--- src/rtl/pea_pkg.sv ---
// Shared definitions for the polynomial evaluation accelerator (PEA):
// mode encoding used by the enable check, the actor and the fire scheduler,
// plus the scheduler state encoding.
package pea_pkg;

    // Two-bit actor mode carried on next_instr / next_mode_out
    typedef logic [1:0] pea_mode_t;

    localparam pea_mode_t SETUP_INSTR = 2'b00;
    localparam pea_mode_t INSTR       = 2'b01;
    localparam pea_mode_t OUTPUT      = 2'b10;
    localparam pea_mode_t ILLEGAL     = 2'b11;

    // Scheduler states
    typedef enum logic [2:0] {
        ST_IDLE    = 3'd0,
        ST_CHECK   = 3'd1,
        ST_INVOKE  = 3'd2,
        ST_WAIT_FC = 3'd3,
        ST_UPDATE  = 3'd4,
        ST_DONE    = 3'd5,
        ST_HALT    = 3'd6
    } sched_state_t;

    // True for any mode the actor is able to execute
    function automatic logic mode_is_legal(input pea_mode_t mode);
        return (mode != ILLEGAL);
    endfunction

endpackage

--- src/rtl/pea_watchdog.sv ---
// Clearable cycle counter that flags expiry after TIMEOUT counted cycles.
// The count sits at TIMEOUT-1 on the last allowed cycle, so the owner can
// leave its waiting state exactly TIMEOUT cycles after clearing it.
module pea_watchdog #(
    parameter int TIMEOUT = 64
) (
    input  logic clk,
    input  logic rst_n,
    input  logic clr,
    input  logic inc,
    output logic expired
);

    localparam int WW = $clog2(TIMEOUT + 1);
    localparam logic [WW-1:0] LAST = WW'(TIMEOUT - 1);

    logic [WW-1:0] count_r;

    // Cycle counter: clear has priority, holds once the last cycle is reached
    always_ff @(posedge clk or negedge rst_n) begin
        if (!rst_n) begin
            count_r <= {WW{1'b0}};
        end else if (clr) begin
            count_r <= {WW{1'b0}};
        end else if (inc && (count_r != LAST)) begin
            count_r <= count_r + WW'(1);
        end else begin
            count_r <= count_r;
        end
    end

    assign expired = (count_r == LAST);

endmodule

--- src/rtl/pea_fire_scheduler.sv ---
// Self-timed CFDF scheduler for the PEA actor: checks enable for the current
// mode, pulses invoke, waits for firing complete, then adopts the actor's
// next mode and counts the firing. Stops on a firing limit, a watchdog
// timeout or an illegal next mode.
module pea_fire_scheduler
    import pea_pkg::*;
#(
    parameter int CW      = 16,
    parameter int TIMEOUT = 64
) (
    input  logic          clk,
    input  logic          rst,
    input  logic          run,
    input  logic [CW-1:0] fire_limit,
    input  logic          enable,
    input  logic          FC,
    input  logic [1:0]    next_mode_in,
    output logic          invoke,
    output logic [1:0]    next_instr,
    output logic          busy,
    output logic          done,
    output logic          err_timeout,
    output logic          err_mode,
    output logic [CW-1:0] fire_count
);

    sched_state_t  state_r;
    logic [CW-1:0] limit_r;
    logic [CW-1:0] fire_count_r;
    pea_mode_t     next_instr_r;
    logic          invoke_r;
    logic          busy_r;
    logic          done_r;
    logic          err_timeout_r;
    logic          err_mode_r;
    logic          fc_q_r;
    logic          fc_pend_r;

    logic          fc_rise_s;
    logic          fc_done_s;
    logic          wd_clr_s;
    logic          wd_inc_s;
    logic          wd_expired_s;
    logic [CW-1:0] count_inc_s;
    logic          limit_hit_s;

    // A rising FC in the last WAIT_FC cycle still counts, so completion
    // looks at both the captured flag and the live edge.
    assign fc_rise_s   = FC & ~fc_q_r;
    assign fc_done_s   = fc_pend_r | fc_rise_s;
    assign wd_clr_s    = (state_r == ST_INVOKE);
    assign wd_inc_s    = (state_r == ST_WAIT_FC);
    assign count_inc_s = fire_count_r + CW'(1);
    assign limit_hit_s = (limit_r != {CW{1'b0}}) && (count_inc_s == limit_r);

    pea_watchdog #(
        .TIMEOUT (TIMEOUT)
    ) u_watchdog (
        .clk     (clk),
        .rst_n   (rst),
        .clr     (wd_clr_s),
        .inc     (wd_inc_s),
        .expired (wd_expired_s)
    );

    // FC edge capture: pending flag armed only while a firing is in flight
    always_ff @(posedge clk or negedge rst) begin
        if (!rst) begin
            fc_q_r    <= 1'b0;
            fc_pend_r <= 1'b0;
        end else begin
            fc_q_r <= FC;
            if ((state_r == ST_WAIT_FC) && fc_done_s) begin
                fc_pend_r <= 1'b0;
            end else if (((state_r == ST_INVOKE) || (state_r == ST_WAIT_FC)) && fc_rise_s) begin
                fc_pend_r <= 1'b1;
            end else begin
                fc_pend_r <= fc_pend_r;
            end
        end
    end

    // Scheduler FSM with registered status outputs
    always_ff @(posedge clk or negedge rst) begin
        if (!rst) begin
            state_r       <= ST_IDLE;
            limit_r       <= {CW{1'b0}};
            fire_count_r  <= {CW{1'b0}};
            next_instr_r  <= SETUP_INSTR;
            invoke_r      <= 1'b0;
            busy_r        <= 1'b0;
            done_r        <= 1'b0;
            err_timeout_r <= 1'b0;
            err_mode_r    <= 1'b0;
        end else begin
            invoke_r <= 1'b0;
            case (state_r)
                ST_IDLE: begin
                    done_r <= 1'b0;
                    if (run) begin
                        state_r      <= ST_CHECK;
                        limit_r      <= fire_limit;
                        fire_count_r <= {CW{1'b0}};
                        busy_r       <= 1'b1;
                    end else begin
                        busy_r <= 1'b0;
                    end
                end
                ST_CHECK: begin
                    if (!run) begin
                        state_r <= ST_IDLE;
                        busy_r  <= 1'b0;
                    end else if (enable) begin
                        state_r  <= ST_INVOKE;
                        invoke_r <= 1'b1;
                        busy_r   <= 1'b1;
                    end else begin
                        busy_r <= 1'b1;
                    end
                end
                ST_INVOKE: begin
                    state_r <= ST_WAIT_FC;
                    busy_r  <= 1'b1;
                end
                ST_WAIT_FC: begin
                    if (fc_done_s) begin
                        state_r <= ST_UPDATE;
                        busy_r  <= 1'b1;
                    end else if (wd_expired_s) begin
                        state_r       <= ST_HALT;
                        busy_r        <= 1'b0;
                        err_timeout_r <= 1'b1;
                    end else begin
                        busy_r <= 1'b1;
                    end
                end
                ST_UPDATE: begin
                    if (!mode_is_legal(next_mode_in)) begin
                        state_r    <= ST_HALT;
                        busy_r     <= 1'b0;
                        err_mode_r <= 1'b1;
                    end else begin
                        next_instr_r <= next_mode_in;
                        fire_count_r <= count_inc_s;
                        if (limit_hit_s) begin
                            state_r <= ST_DONE;
                            busy_r  <= 1'b0;
                            done_r  <= 1'b1;
                        end else begin
                            state_r <= ST_CHECK;
                            busy_r  <= 1'b1;
                        end
                    end
                end
                ST_DONE: begin
                    busy_r <= 1'b0;
                    if (!run) begin
                        state_r <= ST_IDLE;
                        done_r  <= 1'b0;
                    end else begin
                        done_r <= 1'b1;
                    end
                end
                ST_HALT: begin
                    busy_r <= 1'b0;
                    done_r <= 1'b0;
                end
                default: begin
                    state_r <= ST_IDLE;
                    busy_r  <= 1'b0;
                    done_r  <= 1'b0;
                end
            endcase
        end
    end

    assign invoke      = invoke_r;
    assign next_instr  = next_instr_r;
    assign busy        = busy_r;
    assign done        = done_r;
    assign err_timeout = err_timeout_r;
    assign err_mode    = err_mode_r;
    assign fire_count  = fire_count_r;

endmodule

--- config.mk ---
export PLATFORM = sky130hd
export DESIGN_NAME = pea_fire_scheduler
export DESIGN_NICKNAME = d
export VERILOG_FILES = /design/src/rtl/pea_pkg.sv /design/src/rtl/pea_watchdog.sv /design/src/rtl/pea_fire_scheduler.sv
export SDC_FILE = /design/constraint.sdc
export NUM_CORES = 1
export LEC_CHECK = 0
export CAP_MARGIN = 30
export CORE_MARGIN = 2
export CORE_UTILIZATION = 54
export CTS_BUF_LIST = sky130_fd_sc_hd__clkbuf_8 sky130_fd_sc_hd__clkbuf_16
export CTS_CLUSTER_SIZE = 8
export DETAILED_ROUTE_END_ITERATION = 8
export PLACE_DENSITY_LB_ADDON = 0.12
export SLEW_MARGIN = 5
export SYNTH_ARGS = -nofsm -noshare
export SYNTH_HDL_FRONTEND = slang
export SYNTH_SLANG_ARGS = --single-unit
--- constraint.sdc ---
create_clock -name clk -period 3.2 [get_ports clk]
set_clock_uncertainty 0.1 [all_clocks]
set_input_delay 0.48 -clock clk [delete_from_list [all_inputs] [get_ports clk]]
set_output_delay 0.48 -clock clk [all_outputs]
set_load 0.005 [all_outputs]
==> results, run 1 <==
- The run finished with clean final reports.
- For this run, the post-layout net count is 381.
- The number of antenna-violating nets in the routed design is 0.
- In this run the critical register-to-register path is captured at busy.
- The slowest stage of the critical path belongs to the cell dfrtp_1.
- Counting cells, the worst reg-to-reg path comes to 7.
- The total count of hold-check failures in the final report is 0.
- The number of register bits inferred by synthesis is 51.
- For this run, the slowest stage of the critical path takes 0.47 ns.
- The port buffer count is 45.
- The synthesized design spends more area on one cell type than any other, namely dfrtp_1.
- The number of maximum-capacitance constraint violations is 0.
- Yosys mapped the design onto 54 distinct sky130hd cell types.
- The cell at the root of the clock tree is clkbuf_8.
- Detailed placement ended at an HPWL of 4768 µm.
- The number of max-slew violations in the final report is 0.
- The most used flip-flop cell after synthesis is dfrtp_1.
- In this run the power density over the cells is 665.2 mW/mm².
- In this run the most critical hold path is launched from err_timeout.
- At the pin with the least slew margin, the transition time is 0.5382 ns.
- The cell type group with the largest total delay on the critical path is compound AO/OA/AOI/OAI gates.
- After detailed routing, the number of remaining DRC violations is 0.
- Summing all non-filler instances in the final layout gives an area of 0.003531 mm².
- The repair_antennas step left the layout with diodes totalling 0.
- The x dimension of the die is 77.40 µm.
- After global routing the overflow that remains totals 0.
- The required time of the critical path is 3.29 ns.
- Counting both buffers and inverters, the worst setup path holds a total of 0.
- The buffer depth of the longest clock path is 2.
- Counting the fill cells in the layout gives 445.
- The number of cells upsized or downsized after cts is 0.
- Of the total power, the share spent switching nets is 0.3783.
- The relative max-transition margin is 0.6402.
- Adding up every negative setup slack in the final design gives 0 ns.
- Setup violations remaining at the end of the flow were counted as 0.
- A synthesized cell averages 9.354 µm².
- The pre-antenna-repair detailed-routing pass consisted of 4 iterations.
- The sum of internal, switching and leakage power is 0.002349 W.
- For this block, the initial DRC count from the detailed router was 112.
- The core region is 0.005140 mm².
- The share of total power dissipated in combinational logic is 0.382.
- Setup slack on the worst reg-to-reg path comes out at 0.69 ns.
- The number of placed instances, taps included, is 418.
- The tightest hold margin is 0.3835 ns.
- For this run, the top clock speed supported by timing is 397.9 MHz.
- The setup path with the least slack is of type flip-flop to flip-flop.
- Entering global routing, the biggest net connects 22 pins.
- Ranked by total cell area, the synthesized netlist is headed by dfrtp_1, xnor2_1, nor2_1, mux2_2, o21ai_0.
- Leaving out fill and tap cells, the most frequent cell in the layout is dfrtp_1.
- The clock latency of the later-clocked register in the worst-skew pair is 0.32 ns.
- The synthesized netlist net count is 336.
- The total clock buffers created by CTS is 5.
- The die is 77.40 µm tall.
- The number of antenna violations at the first check in global routing came to 0.
- Cell internal power was estimated by the tool at 0.001460 W.
- Clock-pin slew was measured on the worst setup and hold paths at 0.10 ns.
- Of the total power, registers draw 0.453.
- The highest net fanout along the worst path is 10.
- The mean number of vias per cell is 5.642.
- The synthesized netlist occupies a cell area of 0.002909 mm².
- For this design the total switching power over the nets is 0.0008886 W.
- The number of top-level pins is 46.
- The first global-routing pass estimated 11030 µm of wire.
- The die covers 0.005990 mm².
- The aggregate global-route resource usage is 0.2294.
- In the final routed layout, each cell accounts on average for 15.00 µm.
- The synthesis-to-finish area growth is 21.38%.
- The startpoint of the worst-slack reg-to-reg timing path is fire_count[0].
- Setup repair after global routing left no endpoint under its margin.
- The critical path launch point type is a flip-flop.
- The end of the worst hold path is err_timeout.
- The share of the Yosys chip area taken by registers is 0.4387.
- The critical path endpoint category is a flip-flop.
- The initial utilization of the core area, before any placement, comes to 0.5660.
- The total placed instance area is 0.003427 mm².
- The total of warnings raised by yosys is 0.
- The congestion estimate from routability-driven global placement came to 0.9134.
- In the layout the commonest cells are dfrtp_1, clkdlybuf4s50_1, nor2_1.
- The fraction of layout instances using a drive strength above 1 is 0.1148.
- The number of rows in the core area is 26.
- The clock share of power is 0.165.
- The number of levels in the clock H-tree is 2.
- The time the worst path needs with I/O delays and setup is 2.513 ns.
- The total detailed-routing wirelength is 6405 µm.
- The fraction of post-synthesis cell area in the top cell type by area is 0.4387.
- Of all flip-flops after synthesis, the portion carrying an async set or reset was 1.000.
- The number of flops mapped to enable cells by yosys is 0.
- The path class of the tightest hold or removal check is flip-flop to flip-flop.
- The clock tree from TritonCTS is built.
- Along the worst hold path, the cell count comes to 1.
- The total number of clock tree sinks is 51.
- The total number of vias is 2409.
- The largest voltage drop on the vdd net is 0.0004466 V.
- In this run the static leakage power is 1.410 nW.
- In the synthesized netlist, the number of instances is 311.
- In the finished design, the share of the clock period the worst path needs comes to 0.7853.
- Data on the critical path arrives at its endpoint at 2.61 ns.
- The finished layout holds 427 standard cells, fillers aside.
- The signal on the critical path passes through ha_1 > nand3_4 > or3_1 > a2111oi_0 > o2111a_1 > nand4_1 > o2bb2ai_1.
- The via count of the first global-routing pass is 2290.
cell families after synthesis:
group,share of synthesized area
compound gates,0.1333
xor+xnor,0.07828
fa+ha+maj,0.008601
buf+inv,0.02925
flops,0.4387
mux,0.07914
simple gates,0.2327
cell usage after synthesis, types with 2 or more instances:
cell and number:
a211oi_1 2, a21oi_1 13, a31oi_1 3, and2_1 3, buf_1 2, buf_2 2, clkbuf_1 8, dfrtp_1 51
ha_1 2, inv_1 5, mux2_1 2, mux2_2 14, mux2i_1 5, nand2_1 29, nand2b_1 3, nand3_1 7
nand3b_1 2, nand4_1 7, nor2_1 43, nor2b_1 3, nor3_1 6, nor3_2 2, nor4_1 6, o21ai_0 22
o21ai_1 11, o31ai_1 3, or3_1 4, xnor2_1 19, xor2_1 7
area by class of cell:
class / instances / area (µm²) / area share
repair buffers: 52 / 500.5 / 0.1417
clock inverters: 3 / 25.02 / 0.007087
inverters: 5 / 18.77 / 0.005315
well taps: 70 / 87.58 / 0.02481
clock buffers: 5 / 68.82 / 0.01949
flip-flops and latches: 51 / 1276 / 0.3614
multi-input cells: 241 / 1554 / 0.4401
routing by layer:
metal,vias up,share of wire,GRT usage
met3,6,0.039,0.04884
met4,0,0.0095,0.05893
li1,1196,-,-
met1,1159,0.46,0.3065
met2,48,0.49,0.3817
met5,-,0,0
flip-flops by register name, summed over array words and instances (netlist names):
register and cells:
busy 1, err_mode 1, state_r 3, next_instr 2, done 1, err_timeout 1
fire_count 16, u_watchdog.count_r 7, limit_r 16, fc_q_r 1, invoke 1, fc_pend_r 1
metrics by stage:
stage               utilization  worst slack, ns
floorplan                     -           0.9028
global placement         0.6667           0.7782
detailed placement       0.6667           0.7053
CTS                      0.6870           0.6999
global route             0.6870           0.4963
finish                   0.6870           0.6869
power groups by stage:
stage	Clock [W]	Sequential, W	Combinational (W)
2_1_floorplan	0	0.000986	0.000665
3_3_place_gp	0	0.00107	0.000883
3_5_place_dp	0	0.00108	0.000899
4_1_cts	0.000396	0.00106	0.000904
5_1_grt	0.000424	0.00110	0.000985
6_report	0.000387	0.00106	0.000897
what timing repair did:
| item | 4_1_cts | 5_1_grt |
|---|---|---|
| hold buffers | 1 | 0 |
| hold endpoints to repair | 2 | 0 |
| setup buffers | 0 | 0 |
| endpoints found under the setup margin | 0 | 0 |
how the worst max path moves through the flow:
stage / slack (ns) / cells past startpoint / from / to
4_1_cts: 0.70 / 7 / fire_count[0] / busy
3_3_place_gp: 0.78 / 7 / fire_count[0] / busy
2_1_floorplan: 0.90 / 7 / fire_count[0] / busy
6_report: 0.69 / 7 / fire_count[0] / busy
3_5_place_dp: 0.71 / 7 / fire_count[0] / busy
5_1_grt: 0.50 / 7 / fire_count[0] / busy
Power figures use the tool's default switching activity.
==> inputs of run 2 (changes only) <==
Clock period 3.2 ns to 2.5 ns, I/O delays scaled along.
==> results, run 2 (synthesized netlist as in run 1, its figures left out) <==
- The internal power component is 0.001936 W.
- The mean number of vias per cell is 5.695.
- The region available for standard cell placement spans 0.005140 mm².
- Power spread over the standard cell area amounts to 841.8 mW/mm².
- Of all nets on the critical path, the largest fanout is 8.
- The share of total power dissipated in the clock network is 0.159.
- The number of top-level pins is 46.
- The number of antenna violations at the first check in global routing is 0.
- The via count of the first global-routing pass came to 2365.
- Setup repair after global routing left no endpoint under its margin.
- The number of levels in the clock H-tree is 2.
- The maximum number of pins on one net before global-route repair is 41.
- The initialized floorplan defines 26 standard-cell rows.
- The die is 77.40 µm tall.
- The largest voltage drop on the vdd net is 0.0005881 V.
- Buffers placed on the I/O ports in this run total 45.
- The switching fraction of total power is 0.3651.
- The clock net in this run drives a total of 51 sinks.
- The static leakage power is 1.461 nW.
- The detailed router finished its first iteration with 81 violations.
- In this run the remaining antenna-violating nets after routing total 0.
- The aggregate global-route resource usage is 0.2277.
- The later pin in the worst-skew pair is clocked with a latency of 0.31 ns.
- After layout, the minimum clock period comes to 2.306 ns.
- The worst setup path is captured at a flip-flop.
- The clock tree from TritonCTS is built.
- The number of maximum-capacitance constraint violations is 0.
- The DRC violation count after routing is 0.
- The path category of the worst min-delay check is input port to async pin.
- The total count of hold-check failures in the final report came to 0.
- The die area is 0.005990 mm².
- The critical path launch point type is a flip-flop.
- Static timing analysis puts the maximum clock frequency at 433.7 MHz.
- The number of antenna diodes in the final layout is 0.
- The relative max-transition margin is 0.3204.
- The clock passes through at most 2 buffers.
- The tightest hold margin is 0.3649 ns.
- The final cell area excluding filler cells is 0.003622 mm².
- Of the total power, combinational logic draws 0.408.
- For this design the total switching power over the nets is 0.001113 W.
- The total clock buffers created by CTS is 5.
- Setup total negative slack on the finished layout was measured at 0 ns.
- The actual slew at the worst max-slew pin is 1.016 ns.
- The synthesis-to-finish area growth is 24.52%.
- The commonest non-fill, non-tap cell in the layout is dfrtp_1.
- Of the cells placed in the final design, the portion with a size suffix greater than 1 is 0.1448.
- The final estimated routing congestion in global placement is 0.8845.
- Detailed routing inserted a total of 2483 vias.
- After clock tree synthesis, the clock-pin slew on the worst setup and hold paths is 0.09 ns.
- The final-report setup violation count is 0.
- Global routing finished with a remaining overflow of 0.
- After detailed routing, the average wire length per cell comes to 14.94 µm.
- The required time of the critical path is 2.59 ns.
- The first global-routing pass estimated 10850 µm of wire.
- The flow ran to the end, and the final reports show no timing, DRC or antenna violations.
- The post-route clock period utilization is 0.9222.
- At the end of the flow, the number of nets in the layout was 391.
- The number of max-slew violations in the final report is 0.
- The detailed placement HPWL is 4802 µm.
- In the layout the commonest cells are dfrtp_1, clkdlybuf4s50_1, nor2_1.
- The total detailed-routing wirelength is 6512 µm.
- The x dimension of the die is 77.40 µm.
- The cell at the root of the clock tree is clkbuf_8.
- After detailed placement, the total cell area comes to 0.003487 mm².
- The worst endpoint data arrival time is 2.39 ns.
- Before antenna repair, the detailed router went through 4 iterations.
- The initial utilization of the core area, before any placement, comes to 0.5660.
- The critical path start-end classification is flip-flop to flip-flop.
- Of the total power, registers draw 0.433.
-- run 2: power groups by stage --
| stage | registers [W] | logic [W] | clock network [W] |
|---|---|---|---|
| after floorplan | 0.00126 | 0.000851 | 0 |
| after global placement | 0.00133 | 0.00120 | 0 |
| after detailed placement | 0.00134 | 0.00123 | 0 |
| after CTS | 0.00132 | 0.00124 | 0.000492 |
| after global routing | 0.00136 | 0.00137 | 0.000526 |
| final | 0.00132 | 0.00124 | 0.000484 |
-- run 2: critical path, cell delays in order, from the launching register on --
cell and delay [ns]:
dfrtp_1 0.55, and4_1 0.39, nand4_1 0.18, nor2_1 0.24, xnor2_1 0.16, o2111a_1 0.26
nand4_1 0.14, o2bb2ai_1 0.15
-- run 2: path summary, 6_finish.rpt --
path	start	depth (start not counted)	to	slack, ns
max in group asynchronous	rst	4	limit_r[13]	1.24
setup reg to reg	fire_count[3]	7	busy	0.19
setup / recovery	fire_count[3]	7	busy	0.19
hold reg to reg	err_mode	1	err_mode	0.39
min in group clk	err_mode	1	err_mode	0.39
hold / removal	rst	2	invoke	0.36
-- run 2: cell type report --
type,count,area [µm²]
well taps,70,87.58
multi-input cells,241,1563
clock buffers,6,82.58
fillers,435,1518
inverters,5,18.77
clock inverters,1,5.005
repair buffers,62,588.1
flip-flops and latches,51,1277
-- run 2: per-stage QoR --
stage / total power, W / worst slack (ns) / utilization / instances
2_1_floorplan: 0.002113 / 0.2028 / - / 311
3_3_place_gp: 0.002536 / 0.1692 / 0.6784 / 426
3_5_place_dp: 0.002571 / 0.09007 / 0.6784 / 426
4_1_cts: 0.003050 / 0.1162 / 0.6955 / 433
5_1_grt: 0.003264 / 0.04594 / 0.7047 / 436
6_report: 0.003049 / 0.1945 / 0.7047 / 436
-- run 2: layer usage --
layer,vias to the layer above,part of all wire,track usage
met1,1208,0.44,0.2862
met5,-,0,0
met2,49,0.50,0.3826
li1,1214,-,-
met3,12,0.039,0.05116
met4,0,0.016,0.08929
-- run 2: timing repair --
action,CTS,global route
hold buffers,0,1
endpoints found under the hold margin,0,11
resized for setup,0,5
setup buffers,0,1
setup endpoints to repair,0,3
